==> config.mk <==
export PLATFORM = sky130hd
export DESIGN_NAME = matmul_apb_master
export DESIGN_NICKNAME = d
export VERILOG_FILES = /design/src/rtl/matmul_apb_master.sv
export SDC_FILE = /design/constraint.sdc
export NUM_CORES = 1
export LEC_CHECK = 0
export BUFFER_PORTS_ARGS = -buffer_cell sky130_fd_sc_hd__buf_2
export CAP_MARGIN = 20
export CORE_ASPECT_RATIO = 0.8
export CORE_UTILIZATION = 42
export DETAILED_ROUTE_END_ITERATION = 8
export GPL_ROUTABILITY_DRIVEN = 1
export HOLD_SLACK_MARGIN = 0.12
export PLACE_DENSITY = 0.76
export RECOVER_POWER = 25
export SLEW_MARGIN = 25
export SYNTH_ARGS = -nofsm -noshare
export SYNTH_HDL_FRONTEND = slang
export SYNTH_SLANG_ARGS = --single-unit
==> constraint.sdc <==
create_clock -name clk_i -period 1.7 [get_ports clk_i]
set_clock_uncertainty 0.2 [all_clocks]
set_input_delay 0.34 -clock clk_i [delete_from_list [all_inputs] [get_ports clk_i]]
set_output_delay 0.34 -clock clk_i [all_outputs]
set_load 0.05 [all_outputs]
==> src/rtl/matmul_apb_master.sv <==
// Single-command APB4 master in front of the matmul accelerator's APB slave port.
// Optional ACCESS-phase watchdog enabled by defining MATMUL_APB_TIMEOUT_EN.
module matmul_apb_master #(
    parameter int BUS_WIDTH      = 32,
    parameter int ADDR_WIDTH     = 32,
    parameter int MAX_DIM        = 4,
    parameter int TIMEOUT_CYCLES = 256
) (
    input  logic                  clk_i,
    input  logic                  rst_ni,
    input  logic                  req_valid_i,
    output logic                  req_ready_o,
    input  logic                  req_write_i,
    input  logic [ADDR_WIDTH-1:0] req_addr_i,
    input  logic [BUS_WIDTH-1:0]  req_wdata_i,
    input  logic [MAX_DIM-1:0]    req_strb_i,
    output logic                  rsp_valid_o,
    input  logic                  rsp_ready_i,
    output logic [BUS_WIDTH-1:0]  rsp_rdata_o,
    output logic                  rsp_err_o,
    output logic                  psel_o,
    output logic                  penable_o,
    output logic                  pwrite_o,
    output logic [ADDR_WIDTH-1:0] paddr_o,
    output logic [BUS_WIDTH-1:0]  pwdata_o,
    output logic [MAX_DIM-1:0]    pstrb_o,
    input  logic                  pready_i,
    input  logic                  pslverr_i,
    input  logic [BUS_WIDTH-1:0]  prdata_i,
    output logic                  busy_o
);
    typedef enum logic [1:0] {IDLE, SETUP, ACCESS, RESP} state_t;
    state_t state;

    localparam int BYTES = BUS_WIDTH / 8;

    logic misaligned;
    logic timeout;
    assign misaligned = (req_addr_i % ADDR_WIDTH'(BYTES)) != '0;

`ifdef MATMUL_APB_TIMEOUT_EN
    localparam int CNT_W = $clog2(TIMEOUT_CYCLES + 1);
    logic [CNT_W-1:0] cnt;

    // cnt holds the number of ACCESS cycles already completed
    always_ff @(posedge clk_i or negedge rst_ni) begin
        if (!rst_ni)               cnt <= '0;
        else if (state == SETUP)   cnt <= '0;
        else if (state == ACCESS)  cnt <= cnt + 1'b1;
    end
    assign timeout = (cnt == CNT_W'(TIMEOUT_CYCLES - 1));
`else
    assign timeout = 1'b0;
`endif

    always_ff @(posedge clk_i or negedge rst_ni) begin
        if (!rst_ni) begin
            state       <= IDLE;
            req_ready_o <= 1'b1;
            rsp_valid_o <= 1'b0;
            rsp_rdata_o <= '0;
            rsp_err_o   <= 1'b0;
            psel_o      <= 1'b0;
            penable_o   <= 1'b0;
            pwrite_o    <= 1'b0;
            paddr_o     <= '0;
            pwdata_o    <= '0;
            pstrb_o     <= '0;
            busy_o      <= 1'b0;
        end else begin
            case (state)
                IDLE: if (req_valid_i) begin
                    req_ready_o <= 1'b0;
                    busy_o      <= 1'b1;
                    if (misaligned) begin
                        state       <= RESP;
                        rsp_valid_o <= 1'b1;
                        rsp_err_o   <= 1'b1;
                        rsp_rdata_o <= '0;
                    end else begin
                        state    <= SETUP;
                        psel_o   <= 1'b1;
                        pwrite_o <= req_write_i;
                        paddr_o  <= req_addr_i;
                        // APB4: reads carry no write data and no strobes
                        pwdata_o <= req_write_i ? req_wdata_i : '0;
                        pstrb_o  <= req_write_i ? req_strb_i  : '0;
                    end
                end
                SETUP: begin
                    state     <= ACCESS;
                    penable_o <= 1'b1;
                end
                ACCESS: if (pready_i || timeout) begin
                    state       <= RESP;
                    psel_o      <= 1'b0;
                    penable_o   <= 1'b0;
                    pwrite_o    <= 1'b0;
                    paddr_o     <= '0;
                    pwdata_o    <= '0;
                    pstrb_o     <= '0;
                    rsp_valid_o <= 1'b1;
                    rsp_err_o   <= pready_i ? pslverr_i : 1'b1;
                    rsp_rdata_o <= (pready_i && !pwrite_o && !pslverr_i) ? prdata_i : '0;
                end
                RESP: if (rsp_ready_i) begin
                    state       <= IDLE;
                    rsp_valid_o <= 1'b0;
                    rsp_rdata_o <= '0;
                    rsp_err_o   <= 1'b0;
                    req_ready_o <= 1'b1;
                    busy_o      <= 1'b0;
                end
                default: state <= IDLE;
            endcase
        end
    end
endmodule
After elaboration in Yosys (flattened, before gate mapping). Cells that the tools add are included.

Memories: 0. Logic and storage cells: 79. RAM bits: 0. Output and inout port bits: 107. Latch bits: 0. Input port bits: 107. Register bits after elaboration: 109. Bits in read-only memories: 0.

Shift operators: 0. Multiply operators: 0. Muxes and demuxes: 44. Add/subtract/negate cells: 0. Bitwise operators: 0. Order comparisons: 0. Reduce and logical (&&, ||, !) cells: 15. Eq/ne operators: 8. Divide/modulo/power cells: 0.

Operators by type and width (count): $mux 32 (11); $pmux 32 s2 (2); $pmux 32 s3 (1); $reduce_bool 32->1 (1); $mux 4 (4); $mux 1 (13); $ne 2x2->1 const B (5); $pmux 1 s2 (5); $mux 2 (4); $pmux 2 s4 (1); $pmux 4 s2 (1); $pmux 1 s3 (2); $reduce_and 3->1 (2); $reduce_bool 2->1 (3); $reduce_and 5->1 (1); $eq 2x2->1 const B (2); $reduce_and 4->1 (1); $reduce_bool 3->1 (1); $eq 2x1->1 const B (1); $logic_and 1x1->1 (2); $logic_not 1->1 (2); $logic_not 2->1 (1); $reduce_and 2->1 (1).

Logic depth before layout (Yosys ltp). Gate-level depths: netlist of the first run.

Word-level depth: 6. Depth in mapped cells: 9. Mapped depth without buffers: 6.

Worst setup path after synthesis of the first run. Ideal clock, no wire load.

Path type: register to register. Start point: register state[0]. End point: register pwrite_o. Path buffers: 2. Required time: 1.381 ns. Stages on the path, launching flop included: 9. Period minus slack after synthesis: 1.915 ns. Setup time: 0.119 ns. Setup slack: -0.215 ns. Data arrival time: 1.595 ns. Path through: dfrtp_1 -> inv_1 -> ha_1 -> nor3b_4 -> o221ai_2 -> buf_4 -> buf_4 -> nand2_1 -> nand2_1.

Word-level cells in the longest chain between the ends: 3. Elaborated cells on any way between the ends: 8. Classes of those cells: 4 x eq/ne; 1 x mux; 3 x reduce/logical.

RTL lines: start: declaration (RTL line 33) `state_t state;`; start signal: assignment (RTL line 58) `state <= IDLE;`; start signal: assignment (RTL line 76) `state <= RESP;`; start signal: assignment (RTL line 81) `state <= SETUP;`; $eq 2x2->1 / $logic_not 2->1 (equally long branches) (RTL line 71) `case (state)`; $ne 2x2->1 (no source line) / $reduce_bool 2->1 (equally long branches); $reduce_and 4->1 (no source line); end signal: assignment (RTL line 83) `pwrite_o <= req_write_i;`; end: declaration (RTL line 23) `output logic pwrite_o,`.

Parallel ways exist; a longest one is shown, timed or not. A chain may end at the register's enable or synchronous reset.

Final worst setup path of the first run.
Start point: register state[1]. End point: register pwdata_o[31].

Word-level cells in the longest chain between the ends: 3. Elaborated cells on any way between the ends: 8. Classes of those cells: 4 x eq/ne; 1 x mux; 3 x reduce/logical.

RTL lines: $eq 2x2->1 / $logic_not 2->1 (equally long branches) (RTL line 71); $ne 2x2->1 (no source line) / $reduce_bool 2->1 (equally long branches); $reduce_and 4->1 (no source line); end signal: assignment (RTL line 86) `pwdata_o <= req_write_i ? req_wdata_i : '0;`; end: declaration (RTL line 25) `output logic [BUS_WIDTH-1:0] pwdata_o,`.

Parallel ways exist; a longest one is shown, timed or not.

==> metrics.txt, run 1 <==
status finished, violations left; failing checks setup timing; GRT met2 Usage around 50%; IO Port Bufs 213; fmax just over 500 MHz; post-route ant nets 0; max cap viols 0; met1 usage 30.34%; crit path capture type flip-flop; largest net degree at the start of global routing 37; max-slew violation count 0; most frequent cells in the layout buf_2 (210), dfrtp_1 (107), dlygate4sd3_1 (100); Setup TNS -18670 ps; syn nets between 500 and 600; setup ws final -238.8 ps; Clock Sinks 109; core area 10530 um^2; CTS tree built; leakage approximately 0.0046 uW; Synth-to-Final Area Change 85.52%; relative max-transition margin 44.13%; mapped cell area about 4700 um^2; Max Buffers Root-to-Sink 2; met3 GRT Util 5.746%; Clk Latency, worst-skew pair 340 ps; CP startpoint state[1]; Synth Area per Inst 9.664 um^2; H-tree levels 3; crit path time final 1939 ps; Initial Utilization 44.24%; gr ovfl total 0; Cells after Synth between 400 and 500; initial antenna violation count 2; die footprint 11520 um^2; Iter 0 DRT Violations between 200 and 300; Die X 119.7 um; DRT Pass-1 Iters 4; global-route wire length before repair 23920 um; final instance area between 8000 and 9000 um^2; worst path required time approximately 1700 ps; crit share post-route 114.0%; number of synthesized register bits 109; dpl hpwl between 8000 and 9000 um; total power between 15000 and 20000 uW; Most Crowded Layer GR met2; share of the synthesized area in the top cell type between 50 and 60%; final setup fails approximately 110; most common cell after layout, fill and taps aside buf_2; Crit Path Max Fanout 8; layout cells sized above 1 50.12%; nets@finish 958; ranking of synthesized cells by area dfrtp_1 (58%), nand2_1 (14%), mux2i_1 (7.5%); gpl congestion 0.8595; DR vias/cell about 5.2; Clk pin slew, worst setup/hold paths 70 ps; Reg-to-Reg Start state[1]; sequential area share after synthesis 58.58%; total wire length 18200 um; Cell Pwr Density 2022 nW/um^2; Die H 96.20 um; CTS buffer count 9; filler-free cell count of the finished design 992; Rows 33; Placement Cell Area a little over 6000 um^2; Worst EP arrival 1960 ps; GRT Overall Usage 26.88%; number of fill cells in the layout 588; WS Path Type reg2reg; Post-route DRC 0; drt wl/cell 18.34 um; min-delay worst type in2reg; Yosys cell types 25; Final Hold Viols 0; number of global-route vias before repair 5065; root buffer cell clkbuf_16; RSZ-0062 raised after global routing true; placed cells 839; via count between 5000 and 6000; crit start category flip-flop; I/O Pins about 210; synth warn 0; maximum vdd ir drop 1.099 mV; Synth area leader dfrtp_1; hold path start req_valid_i; Slew @ Worst Pin approximately 840 ps
## final timing paths
check	end	slack (ps)	cells past startpoint
setup / recovery	pwdata_o[31]	-240	9
hold / removal	busy_o	150	3
setup reg to reg	pwdata_o[31]	-240	9
hold reg to reg	paddr_o[17]	280	2
max in group asynchronous	rsp_rdata_o[3]	140	3
min in group asynchronous	pwdata_o[27]	430	2
## critical path, cell delays in order, from the launching register on
cell	delay, ps
dfrtp_2	450
inv_4	80
ha_4	130
nor3b_4	190
buf_4	150
o221ai_4	120
buf_12	190
clkbuf_16	170
nand2_2	60
o21ai_1	70
## state kept, by name, summed over array words and instances, names as in the netlist
name	count
busy_o	1
paddr_o	32
penable_o	1
psel_o	1
pstrb_o	4
pwdata_o	32
pwrite_o	1
req_ready_o	1
rsp_err_o	1
rsp_rdata_o	32
rsp_valid_o	1
state	2
## where the power goes
group	leakage (uW)	switching, uW	internal (uW)
clock	0.000152	951	1300
sequential	0.00146	685	3460
combinational	0.00298	6850	4230
total	0.00459	8490	8990
## Yosys cell counts
cell type	number
a21oi_1	3
and2_1	2
buf_2	6
buf_4	8
clkbuf_1	17
dfrtp_1	108
dfstp_2	1
ha_1	6
inv_1	36
inv_2	1
mux2_2	1
mux2i_1	35
nand2_1	172
nand2_4	1
nand2b_1	1
nand4_1	31
nor2_1	3
nor2b_1	2
nor3_1	1
nor3b_4	1
nor4b_4	1
o211ai_1	1
o21ai_0	42
o221a_2	1
o221ai_2	1
## metrics by stage
stage / setup slack (ps) / util [%] / hold WS (ps)
finish: -238.8 / 82.08 / 150.3
global route: -319.3 / 82.08 / 150.7
CTS: -169.1 / 74.94 / 136.5
detailed placement: -237.1 / 58.40 / 114.9
global placement: -155.3 / 58.40 / 104.4
floorplan: -144.3 / - / -155.6
## what timing repair did
| item | CTS | global route |
|---|---|---|
| hold buffers | 100 | 0 |
| hold endpoints to repair | 195 | 0 |
| gates resized for setup | 85 | 143 |
| setup endpoints to repair | 108 | 108 |
| buffers inserted | 13 | 5 |
| gates cloned | 6 | 12 |
| pin swaps | 11 | 48 |
## area by class of cell
cell class,instances,area [um^2],area share (%)
inverters,37,151.4,1.752
clock buffers,9,225.2,2.606
well taps,140,175.2,2.027
multi-input cells,306,2221,25.70
diodes,2,5.005,0.05791
repair buffers,382,3037,35.14
clock inverters,7,97.59,1.129
flip-flops and latches,109,2730,31.59
## cells by family after synthesis
logic type      share of synthesized area [%]
compound gates                          5.560
mux                                     7.763
simple gates                            20.20
buf+inv                                 6.285
flops                                   58.58
fa+ha+maj                               1.612
## layer usage
layer / up-vias / share of wire (%)
met4: 0 / 3.8
met2: 238 / 54
met1: 2525 / 37
met5: - / 0
met3: 55 / 5.0
li1: 2298 / -
No activity file was read; power rests on OpenSTA's default activity.
==> run 2, diff against run 1 <==
- ABC_AREA: not set -> 1
- CORE_UTILIZATION: 42 -> 44
- PLACE_DENSITY: 0.76 -> 0.77
==> metrics.txt, run 2 <==
status finished, violations left; failing checks setup timing; Synth Area per Inst about 7.7 um^2; crit path time final between 1500 and 2000 ps; nets@finish 1037; switching power total 8347 uW; worst path required time 1730 ps; ranking of synthesized cells by area dfrtp_1 (51%), nand2_1 (22%), nand3_1 (6.8%); post-route ant nets 0; largest family of logic cells by synthesized area simple AND/OR/NAND/NOR gates; DRT Pass-1 Iters 4; number of synthesized flops with an enable pin 0; Placement Cell Area 6634 um^2; min-delay worst type in2reg; count leader, synth nand2_1; Post-CTS Setup Repair Bufs 0; most frequent cells in the layout nand2_1 (311), buf_2 (212), dfrtp_1 (106); final core utilization 63.73%; relative max-transition margin 47.76%; gpl congestion between 0.7 and 0.8; combinational share of power around three fifths; Synth-to-Final Area Change 40.05%; Clk pin slew, worst setup/hold paths 70 ps; Synth Area in Simple Gates just under 40%; share of the synthesized area in the top cell type 51.37%; RSZ-0062 raised after global routing true; Post-route DRC 0; CP startpoint state[0]; Cells after Synth 686; initial antenna violation count 0; Initial Utilization a little under half; global-route wire length before repair roughly 23000 um; Slew @ Worst Pin 783.7 ps; placed cells 1027; Die H 99.81 um; largest net degree at the start of global routing 42; maximum vdd ir drop 1.189 mV; mux share of post-synthesis cell area 0%; Die X approximately 120 um; Cell Pwr Density 2139 nW/um^2; drt wl/cell 13.55 um; Worst EP arrival 1770 ps; xor and xnor area share after synthesis 0%; GRT Overall Usage 23.17%; antenna cells 0; Crit Path Max Fanout 9; Compound-Gate Fraction of Synth Area 1.023%; crit path capture type flip-flop; max cap viols 0; most frequent cells after synthesis nand2_1 (314), dfrtp_1 (108), nor2_1 (77); final instance area 7368 um^2; Clk Latency, worst-skew pair 330 ps; setup slack, reg-to-reg -40 ps; sequential area share after synthesis 51.87%; CTS buffer count 9; critical path endpoint rsp_rdata_o[26]; total power roughly 16000 uW; CTS tree built; I/O Pins 214; total wire length approximately 15000 um; via count between 5000 and 6000; max-slew violation count 0; number of global-route vias before repair around 4800; die footprint 12400 um^2; crit share post-route 102.3%; layout cells sized above 1 a little under a third; crit start category flip-flop; P_int 7411 uW; number of synthesized register bits around 110; H-tree levels 3; syn nets 799; DR vias/cell 4.823; Synth Area in Adders between 1 and 1.5%; sequential power share 25.8%; Clock Sinks 109; Reg-to-Reg Start state[0]; core area about 12000 um^2; gr ovfl total 0; WS Path Type reg2reg; Max Buffers Root-to-Sink 2; synth warn 0; r2r worst-path depth 9; final setup fails between 100 and 150; biggest regs paddr_o (32), pwdata_o (32), rsp_rdata_o (32); fmax around 580 MHz; root buffer cell clkbuf_16; IO Port Bufs 213; setup ws final -38.31 ps; Clock power frac 13.9%; mapped cell area 5261 um^2; Rows 35; most common cell after layout, fill and taps aside nand2_1; Iter 0 DRT Violations 225; filler-free cell count of the finished design approximately 1100; switch share 52.97%; ys flop type dfrtp_1; Yosys cell types 20; worst reg2reg endpoint rsp_rdata_o[26]; Post-synth ARST share between 90% and 100%; Synth area leader dfrtp_1; Setup TNS -1658 ps; dpl hpwl 9408 um; leakage 0.004288 uW; Final Hold Viols 0
-- run 2: cell count changes after synthesis, sizes merged, moves of 20 or more --
cell | before | now
o21ai | 42 | 9
buf | 14 | 34
nand4 | 31 | 0
nor2 | 3 | 78
nand3 | 0 | 71
inv | 37 | 14
nand3b | 0 | 33
nand2 | 173 | 316
mux2i | 35 | 0
-- run 2: through the flow --
| stage | hold WS [ps] | setup slack [ps] |
|---|---|---|
| after floorplan | -155.6 | 0.7037 |
| after global placement | 109.7 | -44.84 |
| final | 131.2 | -38.31 |
| after global routing | 124.8 | -122.1 |
| after detailed placement | 113.2 | -96.73 |
| after CTS | 120.3 | -13.04 |
-- run 2: kinds of logic after synthesis --
logic type / Yosys count
buf+inv: 63
compound gates: 10
simple gates: 498
fa+ha+maj: 6
flops: 109
-- run 2: critical path, stage by stage, from the launching register on --
cell and delay, ps:
dfrtp_2 420, clkinv_4 110, ha_4 190, nand2_2 90, nand2_4 70, nor2_4 170, nand2_4 100, clkbuf_16 170
nand2_1 50, nand2_1 50
-- run 2: layout make-up --
type | count | area [um^2]
flip-flops and latches | 109 | 2731
repair buffers | 276 | 1778
clock inverters | 5 | 65.06
inverters | 14 | 60.06
well taps | 148 | 185.2
clock buffers | 11 | 252.7
fillers | 1060 | 4193
multi-input cells | 514 | 2296
-- run 2: how the worst min path moves through the flow --
stage,from,to,cells past startpoint
CTS,req_wdata_i[13],pwdata_o[13],5
global route,req_addr_i[12],paddr_o[12],4
detailed placement,rst_ni,paddr_o[0],1
global placement,rst_ni,paddr_o[0],1
floorplan,rst_ni,busy_o,0
finish,req_wdata_i[13],pwdata_o[13],5
-- run 2: repair_timing --
item | 4_1_cts | 5_1_grt
resized for setup | 8 | 16
gates cloned | 0 | 2
pin swaps | 1 | 3
hold buffers | 32 | 0
endpoints found under the hold margin | 133 | 0
setup endpoints to repair | 105 | 108
-- run 2: metal layers --
metal  share of wire [%]  GRT usage, %  up-vias
li1                    -             -     2607
met1                  45         32.41     2388
met2                  47         36.21      177
met3                 5.7         4.264       22
met4                 2.4         8.619        0
met5                   0             0        -
-- run 2: power by group through the flow --
stage	Sequential, uW	Combinational, uW	Clock, uW
3_5_place_dp	4080	9050	0
4_1_cts	4050	9200	2250
3_3_place_gp	4070	8970	0
5_1_grt	4180	10200	2370
2_1_floorplan	7190	3520	0
6_report	4060	9510	2190
